**src/rtl/imem_loader_pkg.sv**
```systemverilog
// Shared types and constants for the instruction-memory loader.
package imem_loader_pkg;

  localparam int unsigned LEN_BYTES = 4;
  localparam int unsigned CSUM_W    = 8;

  typedef enum logic [2:0] {
    S_IDLE,
    S_LEN,
    S_DATA,
    S_WRITE,
    S_CSUM,
    S_DONE,
    S_ERR
  } state_t;

endpackage

```
**src/rtl/imem_word_packer.sv**
```systemverilog
// Byte-to-word assembler. Shifts accepted bytes in little-endian order and
// flags the cycle in which the 4th byte of a word arrives.
//   clk, rst_n : clock, async active-low reset
//   clr        : clear counter and partial word
//   shift      : accept data_in this cycle
//   data_in    : incoming byte
//   next_word  : word including data_in (valid when full is high)
//   full       : this shift completes a word
module imem_word_packer
  import imem_loader_pkg::*;
(
  input  logic        clk,
  input  logic        rst_n,
  input  logic        clr,
  input  logic        shift,
  input  logic [7:0]  data_in,
  output logic [31:0] next_word,
  output logic        full
);

  logic [31:0] word;
  logic [1:0]  count;

  assign next_word = {data_in, word[31:8]};
  assign full      = shift && (count == 2'(LEN_BYTES - 1));

  always_ff @(posedge clk or negedge rst_n) begin
    if (!rst_n) begin
      word  <= '0;
      count <= '0;
    end else if (clr) begin
      word  <= '0;
      count <= '0;
    end else if (shift) begin
      word  <= next_word;
      count <= count + 2'd1;
    end
  end

endmodule

```
**src/rtl/imem_loader.sv**
```systemverilog
// Framed-byte program loader for instruction memory. Receives a word count,
// the data words and an XOR checksum; writes each word and holds the core
// in reset while a session is active.
//   i_clk, i_rst_n          : clock, async active-low reset
//   i_start                 : begin a session (IDLE/DONE/ERR only)
//   i_rx_data/valid, o_rx_ready : byte stream handshake
//   o_we, o_waddr, o_wdata  : instruction memory write port
//   o_cpu_hold, o_busy      : session active
//   o_done, o_err           : sticky session result
module imem_loader
  import imem_loader_pkg::*;
#(
  parameter int unsigned N = 2048
) (
  input  logic        i_clk,
  input  logic        i_rst_n,
  input  logic        i_start,
  input  logic [7:0]  i_rx_data,
  input  logic        i_rx_valid,
  output logic        o_rx_ready,
  output logic        o_we,
  output logic [31:0] o_waddr,
  output logic [31:0] o_wdata,
  output logic        o_cpu_hold,
  output logic        o_busy,
  output logic        o_done,
  output logic        o_err
);

  localparam int unsigned IDX_W = $clog2(N) + 1;

  state_t              state, state_n;
  logic [IDX_W-1:0]    len;
  logic [IDX_W-1:0]    word_idx;
  logic [CSUM_W-1:0]   csum;
  logic                xfer;
  logic                start_ok;
  logic                pk_shift;
  logic                pk_full;
  logic [31:0]         pk_next;

  assign xfer     = i_rx_valid && o_rx_ready;
  assign start_ok = i_start && (state == S_IDLE || state == S_DONE || state == S_ERR);
  assign pk_shift = xfer && (state == S_LEN || state == S_DATA);

  imem_word_packer u_packer (
    .clk       (i_clk),
    .rst_n     (i_rst_n),
    .clr       (start_ok),
    .shift     (pk_shift),
    .data_in   (i_rx_data),
    .next_word (pk_next),
    .full      (pk_full)
  );

  always_comb begin
    state_n = state;
    unique case (state)
      S_IDLE, S_DONE, S_ERR: if (i_start) state_n = S_LEN;
      S_LEN: begin
        if (pk_full) begin
          if (pk_next == 32'd0 || pk_next > 32'(N)) state_n = S_ERR;
          else                                     state_n = S_DATA;
        end
      end
      S_DATA:  if (pk_full) state_n = S_WRITE;
      S_WRITE: begin
        if (word_idx + IDX_W'(1) == len) state_n = S_CSUM;
        else                             state_n = S_DATA;
      end
      S_CSUM: begin
        if (xfer) state_n = (i_rx_data == csum) ? S_DONE : S_ERR;
      end
      default: state_n = S_IDLE;
    endcase
  end

  // Outputs are registered from the next state so they line up with it.
  always_ff @(posedge i_clk or negedge i_rst_n) begin
    if (!i_rst_n) begin
      state      <= S_IDLE;
      len        <= '0;
      word_idx   <= '0;
      csum       <= '0;
      o_rx_ready <= 1'b0;
      o_we       <= 1'b0;
      o_waddr    <= '0;
      o_wdata    <= '0;
      o_cpu_hold <= 1'b0;
      o_busy     <= 1'b0;
      o_done     <= 1'b0;
      o_err      <= 1'b0;
    end else begin
      state      <= state_n;
      o_rx_ready <= (state_n == S_LEN) || (state_n == S_DATA) || (state_n == S_CSUM);
      o_busy     <= (state_n == S_LEN) || (state_n == S_DATA) ||
                    (state_n == S_WRITE) || (state_n == S_CSUM);
      o_cpu_hold <= (state_n == S_LEN) || (state_n == S_DATA) ||
                    (state_n == S_WRITE) || (state_n == S_CSUM);
      o_we       <= (state_n == S_WRITE);
      o_done     <= (state_n == S_DONE);
      o_err      <= (state_n == S_ERR);

      if (start_ok) begin
        len      <= '0;
        word_idx <= '0;
        csum     <= '0;
      end
      if (state == S_LEN && pk_full) len <= pk_next[IDX_W-1:0];
      if (state == S_DATA && xfer) csum <= csum ^ i_rx_data;
      if (state == S_DATA && pk_full) begin
        o_waddr <= {{(32 - IDX_W - 2){1'b0}}, word_idx, 2'b00};
        o_wdata <= pk_next;
      end
      if (state == S_WRITE) word_idx <= word_idx + IDX_W'(1);
    end
  end

endmodule

```
**config.mk**
```make
export PLATFORM = sky130hd
export DESIGN_NAME = imem_loader
export DESIGN_NICKNAME = d
export VERILOG_FILES = /design/src/rtl/imem_loader_pkg.sv /design/src/rtl/imem_word_packer.sv /design/src/rtl/imem_loader.sv
export SDC_FILE = /design/constraint.sdc
export NUM_CORES = 1
export LEC_CHECK = 0
export CAP_MARGIN = 10
export CORE_MARGIN = 10
export CORE_UTILIZATION = 33
export CTS_BUF_LIST = sky130_fd_sc_hd__clkbuf_4
export DETAILED_ROUTE_END_ITERATION = 6
export HOLD_SLACK_MARGIN = 0.06
export PLACE_DENSITY = 0.65
export REMOVE_ABC_BUFFERS = 1
export SLEW_MARGIN = 40
export SYNTH_ARGS = -nofsm -noshare
export SYNTH_HDL_FRONTEND = slang
export SYNTH_SLANG_ARGS = --single-unit
```
**constraint.sdc**
```tcl
create_clock -name i_clk -period 2.25 [get_ports i_clk]
set_input_delay 0.225 -clock i_clk [delete_from_list [all_inputs] [get_ports i_clk]]
set_output_delay 0.225 -clock i_clk [all_outputs]
set_load 0.03 [all_outputs]
```
## Word-level counts from Yosys, hierarchy flattened

Cells that the tools add are included.

| word-level totals | value |
|---|---|
| output and inout port bits | 70 |
| input port bits | 12 |
| bits in registers | 118 |

| operators by class | value |
|---|---|
| equality and inequality tests | 15 |
| reductions and logical operators | 22 |
| mux-type cells | 17 |
| bitwise operators | 1 |
| add/sub/neg operators | 2 |
| order comparisons | 1 |

Operators by type and width:

| operator | count |
|---|---|
| $mux W32 | 2 |
| $mux W12 | 3 |
| $gt A32 B12 Y1 const B | 1 |
| $logic_not A32 Y1 | 1 |
| $eq A3 B3 Y1 const B | 6 |
| $mux W3 | 6 |
| $mux W8 | 2 |
| $pmux W3 S5 | 1 |
| $add A12 B1 Y12 const B | 1 |
| $eq A12 B12 Y1 | 1 |
| $eq A3 B2 Y1 const B | 4 |
| $eq A8 B8 Y1 | 1 |
| $logic_or A1 B1 Y1 | 8 |
| $reduce_bool A2 Y1 | 4 |
| $xor A8 B8 Y8 | 1 |
| $logic_and A1 B1 Y1 | 7 |
| $eq A3 B1 Y1 const B | 2 |
| $mux W2 | 3 |
| $logic_not A3 Y1 | 1 |
| $reduce_or A3 Y1 | 1 |
| $add A2 B1 Y2 const B | 1 |
| $eq A2 B2 Y1 const B | 1 |

## Depth between registers and ports, before layout

| logic depth | value |
|---|---|
| depth in word-level cells | 10 |
| depth in mapped cells | 10 |
| depth with buffers taken out | 8 |

## Modules after synthesis

A second synthesis with hierarchy kept.

| second synthesis, totals | value |
|---|---|
| cells, all modules | 512 |
| area total of the unflattened synthesis | 5459.0 um^2 |

By module, submodules not included:

| module | cells each | instances | area each (um^2) |
|---|---|---|---|
| imem_loader | 418 | 1 | 4305.4 |
| imem_word_packer | 94 | 1 | 1153.6 |

## Worst setup path before layout

OpenSTA, ideal clock, no wires.

| path | value |
|---|---|
| kind | reg-to-reg |
| start | register word_idx[0] |
| end | register o_err |
| arrival | 2.007 ns |
| clock period less this slack | 2.126 ns |
| library setup time | 0.119 ns |
| path slack | 0.124 ns |
| stages on the path, launching flop included | 10 |
| cell sequence | dfrtp_1 ha_1 buf_2 and4_1 and4b_1 o311ai_0 a211o_1 nor4b_2 o21ai_1 and2_1 |

| between the ends | value |
|---|---|
| longest elaborated chain between the ends | 5 |

Ends and longest elaborated chain:

| what | line | RTL |
|---|---|---|
| from (decl) | imem_loader.sv:34 | `logic [IDX_W-1:0] word_idx;` |
| from (signal assigned) | imem_loader.sv:115 | `if (state == S_WRITE) word_idx <= word_idx + IDX_W'(1);` |
| $add A12 B1 Y12 | imem_loader.sv:68 | `if (word_idx + IDX_W'(1) == len) state_n = S_CSUM;` |
| $eq A12 B12 Y1 | imem_loader.sv:68 |  |
| $mux W3 | imem_loader.sv:68 |  |
| $pmux W3 S5 | imem_loader.sv:58 | `unique case (state)` |
| net state_n[1] | imem_loader.sv:32 | `state_t state, state_n;` |
| $eq A3 B3 Y1 | imem_loader.sv:102 | `o_err <= (state_n == S_ERR);` |
| to (signal assigned) | imem_loader.sv:102 |  |
| to (decl) | imem_loader.sv:27 | `output logic o_err` |

The timed path passes the listed nets, and every way through them passes these cells.
A chain may end at the register's enable or synchronous reset.

## Worst setup path in the final report

| path | value |
|---|---|
| start | register word_idx[4] |
| end | register o_busy |

| between the ends | value |
|---|---|
| longest elaborated chain between the ends | 8 |
| elaborated cells on any way between the ends | 11 |
| those cells by class | add/sub: 1; eq/ne: 5; mux: 2; reduce/logical: 3 |

Ends and longest elaborated chain:

| what | line | RTL |
|---|---|---|
| $add A12 B1 Y12 * | imem_loader.sv:68 |  |
| $eq A12 B12 Y1 * | imem_loader.sv:68 |  |
| $mux W3 * | imem_loader.sv:68 |  |
| $pmux W3 S5 * | imem_loader.sv:58 |  |
| net state_n[2] | imem_loader.sv:32 |  |
| $eq A3 B1 Y1 or $eq A3 B2 Y1 (tied branches) | imem_loader.sv:96 | `o_busy <= (state_n == S_LEN) \|\| (state_n == S_DATA) \|\|` |
| $logic_or A1 B1 Y1 (2 in a row) | imem_loader.sv:96 |  |
| $logic_or A1 B1 Y1 * | imem_loader.sv:97 | `(state_n == S_WRITE) \|\| (state_n == S_CSUM);` |
| to (signal assigned) | imem_loader.sv:96 |  |
| to (decl) | imem_loader.sv:25 | `output logic o_busy,` |

Mark *: on every way through the listed nets, which the timed path passes. The rest lies on a longest branch.

==> flow_summary.yaml <==
outcome:
  status: "finished clean"
floorplan:
  die_width_um: 147
  die_area_sq_mm: 0.0216
  ios: 82
  core_area_sq_mm: 0.0159
  initial_utilization_pct: 33.6
  die_h_um: 147
  placementRows: 46
logic_synthesis:
  synth_edf_count: 0
  ys_warn_count: 0
  synthArstFlopShare_pct: 100
  synth.most_common_cell: "nand2_1"
  syn_area_sq_mm: 0.00533
  syn_inst: 588
  yosys-top-cells-count: "nand2_1 (164), dfrtp_1 (110), o21ai_0 (60)"
  yosysUniqueCellTypes: 55
  ys_ff_latch: 110
  ys.flop_type: "dfrtp_1"
  seq_area_frac_synth_pct: 51.6
  yosysTopAreaCellShare_pct: 51.6
  syn-mean-instance-area_sq_um: 9.07
  synth_largest_area_cell: "dfrtp_1"
  synth_area_leaders: "dfrtp_1 (52%), nand2_1 (12%), o21ai_0 (5.6%)"
drt:
  drt_wl_total_mm: 13.5
  top_layer: "met4"
  viasPerCell: 4.96
  wl_met2_mm: 6.64
  firstDrtPassIters: 6
  vias: 4363
  dr_wl_met3_um: 949
  routedLengthMet1_mm: 5.80
  drc: 0
  antenna_left: 0
  drt_iter0_markers: 363
  wl_per_cell_um: 15.4
setup_path:
  max_stage_delay_ns: 0.48
  startpoint_type: "flop"
  crit_chain: "or3_1, a311oi_2, o21ai_1, a211o_1, nor4b_4, a21o_2, a21oi_1"
  cp.required_ns: 2.64
  end_kind: "flop"
  worst_ep_arrival_time_ns: 2.54
  crit_type: "flop to flop"
  cpMaxStageDelayCell: "dfrtp_2"
  worstPathMaxFanout: 6
  cp.buffers_inverters: 0
  critPathTopFamily: "compound AO/OA/AOI/OAI gates"
sta:
  relSlewSlack_pct: 56.3
  min_period_ns: 2.15
  finalHoldViolCount: 0
  setup-violations-final: 0
  period_share_pct: 95.4
  finalClockSkew_ns: 0.0170
  tightest_slew_ns: 0.654
  drv_slew: 0
  fmax_mhz: 466
global_routing:
  grt_start_max_net_pins: 46
  track_usage_pct: 12.4
  grt_pass1_wl_mm: 22.6
  grt.overflow.total: 0
  grt_antenna_before_repair: 0
  grt_pass1_vias: 4447
cts:
  cts_buffers: 9
  cts-root-buf: "clkbuf_4"
  path_clk_slew_ns: 0.15
  worstSkewPairLatency_ns: 0.49
  clockBufferDepth: 2
  cts_sinks: 110
  cts_tree: "yes"
  h-tree-depth: 3
placed_design:
  dp_cells: 860
  numPortBuffers: 61
  gp_congestion: 0.847
  dp_hpwl_mm: 9.68
power_and_ir_drop:
  power_density_mw_per_mm2: 1220
  p_leak_uw: 0.00290
  peakVddDrop_uv: 660
  finalPower_uw: 7860
finish:
  final_cells: 879
  nNetsFinal: 673
  final_layout_size_suffix_gt1_share_pct: 13.7
  diodes: 0
  area_delta_synth_final_pct: 21.4
flow_run:
  cap_viol_max_count: 0
min_path:
  min_path_type: "input port to asynchronous set/reset pin"
==> layout by cell type (no fill, tap or decap), drive strengths merged, types with 7 or more instances in the layout <==
| cell | synthesis | routed |
|---|---|---|
| clkdlybuf4s50 | 0 | 60 |
| inv | 5 | 7 |
| nand2 | 164 | 164 |
| a21oi | 24 | 24 |
| xor2 | 7 | 7 |
| mux2 | 20 | 20 |
| xnor2 | 13 | 13 |
| dfrtp | 110 | 110 |
| o21ai | 66 | 66 |
| nand3 | 17 | 17 |
| nor2 | 24 | 24 |
| conb | 1 | 20 |
| nor4 | 9 | 9 |
| clkbuf | 28 | 10 |
| buf | 30 | 38 |
| nand4 | 7 | 7 |
==> per-layer routing <==
layer | global-route usage (%) | vias up
met5 | 0 | -
met4 | 3.02 | 0
met3 | 4.48 | 10
met2 | 20.8 | 141
met1 | 14.9 | 2108
li1 | - | 2104
==> where the power goes <==
part | switching, uW | leakage [uW] | internal (uW)
registers | 589 | 0.00148 | 2630
logic | 2140 | 0.00135 | 1490
clock network | 654 | 0.0000709 | 350
total | 3390 | 0.00290 | 4480
==> cells by family after synthesis <==
logic type / Yosys count / share of synthesized area (%)
AND/OR/NAND/NOR: 255 / 21.3
AO/OA/AOI/OAI: 116 / 12.5
flip-flops: 110 / 51.6
buffers and inverters: 63 / 6.29
multiplexers: 21 / 4.41
XOR/XNOR: 20 / 3.29
adder cells (fa/ha/maj): 2 / 0.469
other: 1 / 0.0703
==> final cells by class <==
cell class                 count  area (sq um)
sequential                   110          2760
timing repair buffer          99           918
inverter                       5          18.8
multi-input combinational    434          2370
tap                          216           270
clock inverter                 5          58.8
fill                        1611          9410
clock buffer                  10          75.1
==> sequential cells by signal, summed over array words and instances, names as in the netlist, 2 cells and up <==
signal / cells
o_wdata: 32
u_packer.word: 24
len: 12
o_waddr: 12
word_idx: 12
csum: 8
state: 3
u_packer.count: 2
==> through the flow <==
stage | hold WS, ns | setup slack, ns | utilization, % | TNS [ns] | instance area [sq um]
floorplan | -0.0706 | -0.898 | - | -52.07 | 5090
global placement | 0.272 | 0.00959 | 39.4 | 0 | 6250
detailed placement | 0.278 | -0.0328 | 39.4 | -0.0554 | 6250
CTS | 0.268 | 0.00834 | 40.4 | 0 | 6410
global route | 0.301 | -0.00313 | 40.7 | -0.00313 | 6470
finish | 0.268 | 0.103 | 40.7 | 0 | 6470
==> repair_timing <==
action | 4_1_cts | 5_1_grt
pin swaps | 0 | 1
cloned | 0 | 0
hold buffers | 1 | 0
endpoints found under the hold margin | 40 | 0
resized for setup | 4 | 8
buffers inserted | 0 | 2
setup endpoints to repair | 5 | 12
==> worst paths after layout <==
| path | end | slack [ns] | cells after the start | startpoint |
|---|---|---|---|---|
| min reg2reg | o_waddr[9] | 0.49 | 2 | o_waddr[9] |
| min in group i_clk | u_packer.word[28] | 0.41 | 3 | i_rx_data[4] |
| max reg2reg | o_busy | 0.10 | 7 | word_idx[4] |
| max in group asynchronous | len[11] | 1.34 | 3 | i_rst_n |
| min | state[2] | 0.27 | 2 | i_rst_n |
| max | o_busy | 0.10 | 7 | word_idx[4] |
Power figures use the tool's default switching activity.
